[src/rtl/ocra1_dac_ser.sv]
// Four-channel 24-bit DAC serializer for the OCRA1 gradient board: shared SCLK/SYNC_n, optional LDAC_n pulse.
// Optional build macro OCRA1_XFER_COUNT_EN adds xfer_count_o, a count of completed transfers.
module ocra1_dac_ser #(
    parameter int SPI_DIV  = 1,
    parameter int LDAC_LEN = 2
) (
    input  logic        clk,
    input  logic        rst,
    input  logic [23:0] data_x_i,
    input  logic [23:0] data_y_i,
    input  logic [23:0] data_z_i,
    input  logic [23:0] data_z2_i,
    input  logic        valid_i,
    input  logic        ldac_i,
    output logic        busy_o,
    output logic        ovf_o,
    output logic        oc1_clk_o,
    output logic        oc1_syncn_o,
    output logic        oc1_ldacn_o,
    output logic        oc1_sdox_o,
    output logic        oc1_sdoy_o,
    output logic        oc1_sdoz_o,
    output logic        oc1_sdoz2_o
`ifdef OCRA1_XFER_COUNT_EN
    ,
    output logic [31:0] xfer_count_o
`endif
);
    typedef enum logic [2:0] {IDLE, SETUP, SHIFT, GAP, LDAC} state_t;

    localparam logic [7:0] DIV_LAST  = 8'(SPI_DIV - 1);
    localparam logic [3:0] LDAC_LAST = 4'(LDAC_LEN - 1);

    state_t            state_q, state_d;
    logic [7:0]        div_q, div_d;
    logic [4:0]        bit_q, bit_d;
    logic [3:0]        lcnt_q, lcnt_d;
    // Only the 23 not-yet-presented bits are kept; bit 23 goes straight to sdo at accept.
    logic [3:0][22:0]  sh_q, sh_d;
    logic [3:0]        sdo_q, sdo_d;
    logic              ldac_q, ldac_d;
    logic              busy_q, busy_d;
    logic              ovf_q, ovf_d;
    logic              sclk_q, sclk_d;
    logic              syncn_q, syncn_d;
    logic              ldacn_q, ldacn_d;
    logic              done;
    logic              div_last;

    always_comb begin
        state_d  = state_q;
        div_d    = div_q;
        bit_d    = bit_q;
        lcnt_d   = lcnt_q;
        sh_d     = sh_q;
        sdo_d    = sdo_q;
        ldac_d   = ldac_q;
        busy_d   = busy_q;
        sclk_d   = sclk_q;
        syncn_d  = syncn_q;
        ldacn_d  = ldacn_q;
        done     = 1'b0;
        ovf_d    = valid_i & busy_q;
        div_last = (div_q == DIV_LAST);

        case (state_q)
            IDLE: begin
                if (valid_i) begin
                    sh_d    = {data_z2_i[22:0], data_z_i[22:0], data_y_i[22:0], data_x_i[22:0]};
                    sdo_d   = {data_z2_i[23], data_z_i[23], data_y_i[23], data_x_i[23]};
                    ldac_d  = ldac_i;
                    busy_d  = 1'b1;
                    syncn_d = 1'b0;
                    sclk_d  = 1'b0;
                    div_d   = '0;
                    state_d = SETUP;
                end
            end
            SETUP: begin
                if (div_last) begin
                    div_d   = '0;
                    bit_d   = '0;
                    sclk_d  = 1'b1;
                    state_d = SHIFT;
                end else begin
                    div_d = div_q + 8'd1;
                end
            end
            SHIFT: begin
                if (!div_last) begin
                    div_d = div_q + 8'd1;
                end else begin
                    div_d = '0;
                    if (sclk_q) begin
                        sclk_d = 1'b0;
                    end else if (bit_q == 5'd23) begin
                        syncn_d = 1'b1;
                        sdo_d   = '0;
                        state_d = GAP;
                    end else begin
                        // Next bit launches with the rising SCLK edge; DAC samples on the falling one.
                        bit_d  = bit_q + 5'd1;
                        sclk_d = 1'b1;
                        for (int i = 0; i < 4; i++) begin
                            sdo_d[i] = sh_q[i][22];
                            sh_d[i]  = {sh_q[i][21:0], 1'b0};
                        end
                    end
                end
            end
            GAP: begin
                if (!div_last) begin
                    div_d = div_q + 8'd1;
                end else begin
                    div_d = '0;
                    if (ldac_q) begin
                        ldacn_d = 1'b0;
                        lcnt_d  = '0;
                        state_d = LDAC;
                    end else begin
                        busy_d  = 1'b0;
                        done    = 1'b1;
                        state_d = IDLE;
                    end
                end
            end
            LDAC: begin
                if (lcnt_q == LDAC_LAST) begin
                    ldacn_d = 1'b1;
                    busy_d  = 1'b0;
                    done    = 1'b1;
                    state_d = IDLE;
                end else begin
                    lcnt_d = lcnt_q + 4'd1;
                end
            end
            default: state_d = IDLE;
        endcase
    end

    always_ff @(posedge clk) begin
        if (rst) begin
            state_q <= IDLE;
            div_q   <= '0;
            bit_q   <= '0;
            lcnt_q  <= '0;
            sh_q    <= '0;
            sdo_q   <= '0;
            ldac_q  <= 1'b0;
            busy_q  <= 1'b0;
            ovf_q   <= 1'b0;
            sclk_q  <= 1'b0;
            syncn_q <= 1'b1;
            ldacn_q <= 1'b1;
        end else begin
            state_q <= state_d;
            div_q   <= div_d;
            bit_q   <= bit_d;
            lcnt_q  <= lcnt_d;
            sh_q    <= sh_d;
            sdo_q   <= sdo_d;
            ldac_q  <= ldac_d;
            busy_q  <= busy_d;
            ovf_q   <= ovf_d;
            sclk_q  <= sclk_d;
            syncn_q <= syncn_d;
            ldacn_q <= ldacn_d;
        end
    end

`ifdef OCRA1_XFER_COUNT_EN
    logic [31:0] count_q, count_d;

    always_comb begin
        count_d = count_q;
        if (done) begin
            count_d = count_q + 32'd1;
        end
    end

    always_ff @(posedge clk) begin
        if (rst) begin
            count_q <= '0;
        end else begin
            count_q <= count_d;
        end
    end

    assign xfer_count_o = count_q;
`else
    logic unused_done;
    assign unused_done = done;
`endif

    assign busy_o      = busy_q;
    assign ovf_o       = ovf_q;
    assign oc1_clk_o   = sclk_q;
    assign oc1_syncn_o = syncn_q;
    assign oc1_ldacn_o = ldacn_q;
    assign oc1_sdox_o  = sdo_q[0];
    assign oc1_sdoy_o  = sdo_q[1];
    assign oc1_sdoz_o  = sdo_q[2];
    assign oc1_sdoz2_o = sdo_q[3];

endmodule

[config.mk]
export PLATFORM = sky130hd
export DESIGN_NAME = ocra1_dac_ser
export DESIGN_NICKNAME = d
export VERILOG_FILES = /design/src/rtl/ocra1_dac_ser.sv
export SDC_FILE = /design/constraint.sdc
export NUM_CORES = 1
export LEC_CHECK = 0
export CORE_ASPECT_RATIO = 1.75
export CORE_UTILIZATION = 30
export CTS_CLUSTER_DIAMETER = 30
export DETAILED_ROUTE_END_ITERATION = 16
export GPL_TIMING_DRIVEN = 1
export PLACE_DENSITY = 0.62
export SYNTH_ARGS = -nofsm -noshare
export SYNTH_HDL_FRONTEND = slang
export SYNTH_SLANG_ARGS = --single-unit
[constraint.sdc]
create_clock -name clk -period 2.3 [get_ports clk]
set_input_delay 0.23 -clock clk [delete_from_list [all_inputs] [get_ports clk]]
set_output_delay 0.23 -clock clk [all_outputs]
set_load 0.01 [all_outputs]
==> impl_summary.txt <==
----------------------------------------------------
[Placement]
  Port buffer count ... 108
  DP Worst Slack ... 0.109 ns
  Post-detail-place hpwl ... 10.6 mm
  Cell count after placement ... 1,014
  RePlAce Congestion ... 0.778
  Cell area reported after detailed placement ... 7090 µm²

[Die]
  Effective utilization at floorplan ... 0.306
  Number of top-level pins ... 109
  Horiz. Die Dim ... 106 µm
  Die height ... 184 µm
  Core Rows ... 66
  Total die area ... 19,500 µm²
  Area of the core ... 18,600 µm²

[Logic synthesis]
  Mean post-synth cell area ... 8.02 µm²
  Library cells used by synthesis ... 55
  Number of nets in the synthesized netlist ... 814
  Main flop type after synthesis ... sky130_fd_sc_hd__dfxtp_1
  YS warnings ... 0
  Syn Inst Count ... 709
  Post-synthesis instance area ... 5690 µm²
  Top cell type by total area after synthesis ... sky130_fd_sc_hd__dfxtp_1
  Largest cells by area after synthesis ... sky130_fd_sc_hd__dfxtp_1 43%, sky130_fd_sc_hd__a311oi_1 14%, sky130_fd_sc_hd__nand2_1 13%
  Post-synth top area share ... 0.429
  Seq cells post-synth ... 122
  Register area share after synthesis ... 0.429
  Number of flops mapped to enable cells by yosys ... 0
  Share of flip-flops with an asynchronous set or reset after synthesis ... 0

[Clocking]
  Clock root buffer master ... sky130_fd_sc_hd__clkbuf_16
  CTS Hold Buffers Added ... 0
  Clock tree from TritonCTS ... yes
  H-tree depth reported by CTS ... 4
  Post-CTS Setup Bufs ... 0
  Clock transition time at the flip-flop clock pins of the worst setup and hold paths ... 0.06 ns
  Buffers from clock root to sink, at most ... 2
  Clk Latency, worst-skew pair ... 0.41 ns
  CTS buffer count ... 17
  CTS sink cnt ... 122

[Critical path]
  Buffers plus inverters on the worst setup path ... 2
  Kind of cell with the highest combined delay on the critical path ... compound AO/OA/AOI/OAI gates
  Chain of cells forming the critical path ... inv_1 -> ha_1 -> or4b_4 -> o21ai_4 -> buf_12 -> a21oi_1 -> a311oi_1
  Type of the worst setup path ... register to register
  Crit path depth ... 7
  Peak fanout along the critical path ... 34
  Data arrival time of the worst path ... 2.38 ns
  Slowest cell on crit path ... sky130_fd_sc_hd__or4b_4
  Startpoint type of the worst setup path ... register
  Delay contributed by the slowest stage of the critical path ... 0.52 ns
  Req. time, crit path ... 2.62 ns
  Number of cells on the worst reg-to-reg path ... 7
  Nature of the critical path endpoint ... register

[Global route]
  First-pass GRT wire length ... 26.2 mm
  Global route total overflow ... 0
  Maximum number of pins on one net before global-route repair ... 109
  Global-route usage over all layers ... 0.168
  Number of antenna violations at the first check in global routing ... 0
  Via count of the first global-routing pass ... 5,287

[Drt]
  Vias after detailed routing ... 5,469
  Vias per Instance ... 5.23
  Average routed wire per standard cell ... 15.4 µm
  Detailed Routing Iterations Pass 1 ... 6
  Count of antenna-violating nets left after detailed routing ... 0
  Overall routed net length ... 16.1 mm
  Initial DRC Count ... 363
  Drc violations ... 0

[Timing]
  Worst hold slack ... 0.274 ns
  Headroom to the max-slew limit ... 0.481
  Post-route clock period utilization ... 0.898
  Unrepaired setup endpoints after global routing ... no
  Final setup fails ... 0
  Final Hold Violating Endpoints ... 0
  Setup TNS ... 0 ns
  Slew at the pin closest to its max-slew limit ... 0.772 ns
  Max Fclk ... 484 MHz
  Number of pins exceeding their max-slew limit in the final report ... 0
  Worst Clk Skew ... 0.0109 ns
  Final worst path period need ... 2.07 ns
  Final setup margin ... 0.234 ns

[Cells and area]
  Fraction of layout cells with a size suffix above 1 ... 0.0903
  Most common library cell in the layout ignoring fill and taps ... sky130_fd_sc_hd__nand2_1
  Area delta synth->final ... 34.4%
  Final cell count without fillers ... 1,046
  Count of inserted antenna diode cells ... 0
  Number of nets in the layout ... 900
  Final std cell area, no fill ... 7640 µm²
  Highest-count cells in the layout ignoring fill and taps ... 191 x sky130_fd_sc_hd__nand2_1, 122 x sky130_fd_sc_hd__dfxtp_1, 107 x sky130_fd_sc_hd__clkdlybuf4s50_1, 102 x sky130_fd_sc_hd__a21oi_1, 92 x sky130_fd_sc_hd__a311oi_1

[Pwr]
  Worst vdd ir ... 0.000446 V
  Leakage component of the power ... 2.80 nW
  Power per cell area ... 981 nW/µm²

[Flow run]
  Maxcap violations ... 0

[Hold path]
  Hold depth ... 3
  Worst hold path type ... input port to register

[Outcome]
  Result of the run ... complete, no violations

----------------------------------------------------
[routing by layer]
metal | GRT usage | share of wire
met2 | 0.295 | 0.51
met3 | 0.0279 | 0.032
met5 | 0 | 0
met4 | 0.0661 | 0.018
met1 | 0.202 | 0.44
[repair_timing]
action | 4_1_cts | 5_1_grt
hold endpoints to repair | 0 | 0
resized for setup | 0 | 2
setup endpoints to repair | 0 | 4
[final cells by class]
cell class | instances | area, µm²
fill | 1881 | 10900
inverter | 5 | 18.8
clock buffer | 17 | 425
tap | 238 | 298
multi-input combinational | 514 | 2950
timing repair buffer | 135 | 1380
clock inverter | 15 | 126
sequential | 122 | 2440
[cell families (layout without fill, tap and decap cells)]
logic type               after synthesis  in the layout  share of synthesized area
flip-flops                           122            122                      0.429
multiplexers                           2              2                    0.00352
AND/OR/NAND/NOR                      270            270                      0.208
adder cells (fa/ha/maj)                5              5                     0.0110
AO/OA/AOI/OAI                        228            228                      0.278
XOR/XNOR                               9              9                     0.0139
buffers and inverters                 73            172                     0.0559
[cell usage after synthesis (2+ instances only)]
cell                       count
sky130_fd_sc_hd__nor3_1        5
sky130_fd_sc_hd__nand2_1     191
sky130_fd_sc_hd__nand3_1      19
sky130_fd_sc_hd__or2_2         3
sky130_fd_sc_hd__o311ai_0      4
sky130_fd_sc_hd__o31ai_1       3
sky130_fd_sc_hd__and3b_1       2
sky130_fd_sc_hd__xnor2_1       4
sky130_fd_sc_hd__and2_1        3
sky130_fd_sc_hd__xor2_1        5
sky130_fd_sc_hd__mux2i_1       2
sky130_fd_sc_hd__dfxtp_1     122
sky130_fd_sc_hd__inv_1         5
sky130_fd_sc_hd__clkbuf_1     40
sky130_fd_sc_hd__buf_2        23
sky130_fd_sc_hd__nand4_1       4
sky130_fd_sc_hd__buf_1         2
sky130_fd_sc_hd__a211oi_1      2
sky130_fd_sc_hd__nor2b_1       2
sky130_fd_sc_hd__a31oi_1       2
sky130_fd_sc_hd__buf_4         2
sky130_fd_sc_hd__a21oi_1     102
sky130_fd_sc_hd__or3_1         2
sky130_fd_sc_hd__nor2_1       18
sky130_fd_sc_hd__nor3b_1       3
sky130_fd_sc_hd__a311oi_1     92
sky130_fd_sc_hd__and3_1        2
sky130_fd_sc_hd__o21ai_0       8
sky130_fd_sc_hd__a22oi_1       2
sky130_fd_sc_hd__ha_1          5
sky130_fd_sc_hd__nand2b_1      6
[metrics by stage]
step / power [mW] / util
2_1_floorplan: 4.28 / -
3_5_place_dp: 5.06 / 0.381
3_3_place_gp: 5.03 / 0.381
5_1_grt: 7.95 / 0.411
4_1_cts: 7.59 / 0.411
6_report: 7.50 / 0.411
[registers in the layout, summed over array words and instances, names as in the netlist]
register / cells
busy_o: 1
oc1_ldacn_o: 1
oc1_syncn_o: 1
state_q: 3
bit_q: 5
div_q: 8
ovf_o: 1
sdo_q: 4
sh_q: 92
lcnt_q: 4
ldac_q: 1
oc1_clk_o: 1
[final timing paths]
check	start	to	slack (ns)
setup / recovery	div_q[0]$_SDFFE_PP0P_	sh_q[54]$_SDFFE_PP0P_	0.23
hold / removal	rst	oc1_syncn_o$_SDFFE_PP1P_	0.27
setup reg to reg	div_q[0]$_SDFFE_PP0P_	sh_q[54]$_SDFFE_PP0P_	0.23
hold reg to reg	sh_q[71]$_SDFFE_PP0P_	sh_q[72]$_SDFFE_PP0P_	0.47
[report_power, final]
part | total [mW] | internal (mW) | leakage, nW | switching [mW]
logic | 2.15 | 0.959 | 1.53 | 1.19
clock network | 2.50 | 1.48 | 0.269 | 1.02
registers | 2.85 | 2.58 | 1.01 | 0.273
[tightest hold or removal path, delay by kind of cell]
| family | cells | cell delay, ns |
|---|---|---|
| simple gates | 1 | 0.12 |
| buf+inv | 2 | 0.29 |
Note: power is estimated with default switching activity, not from simulation.
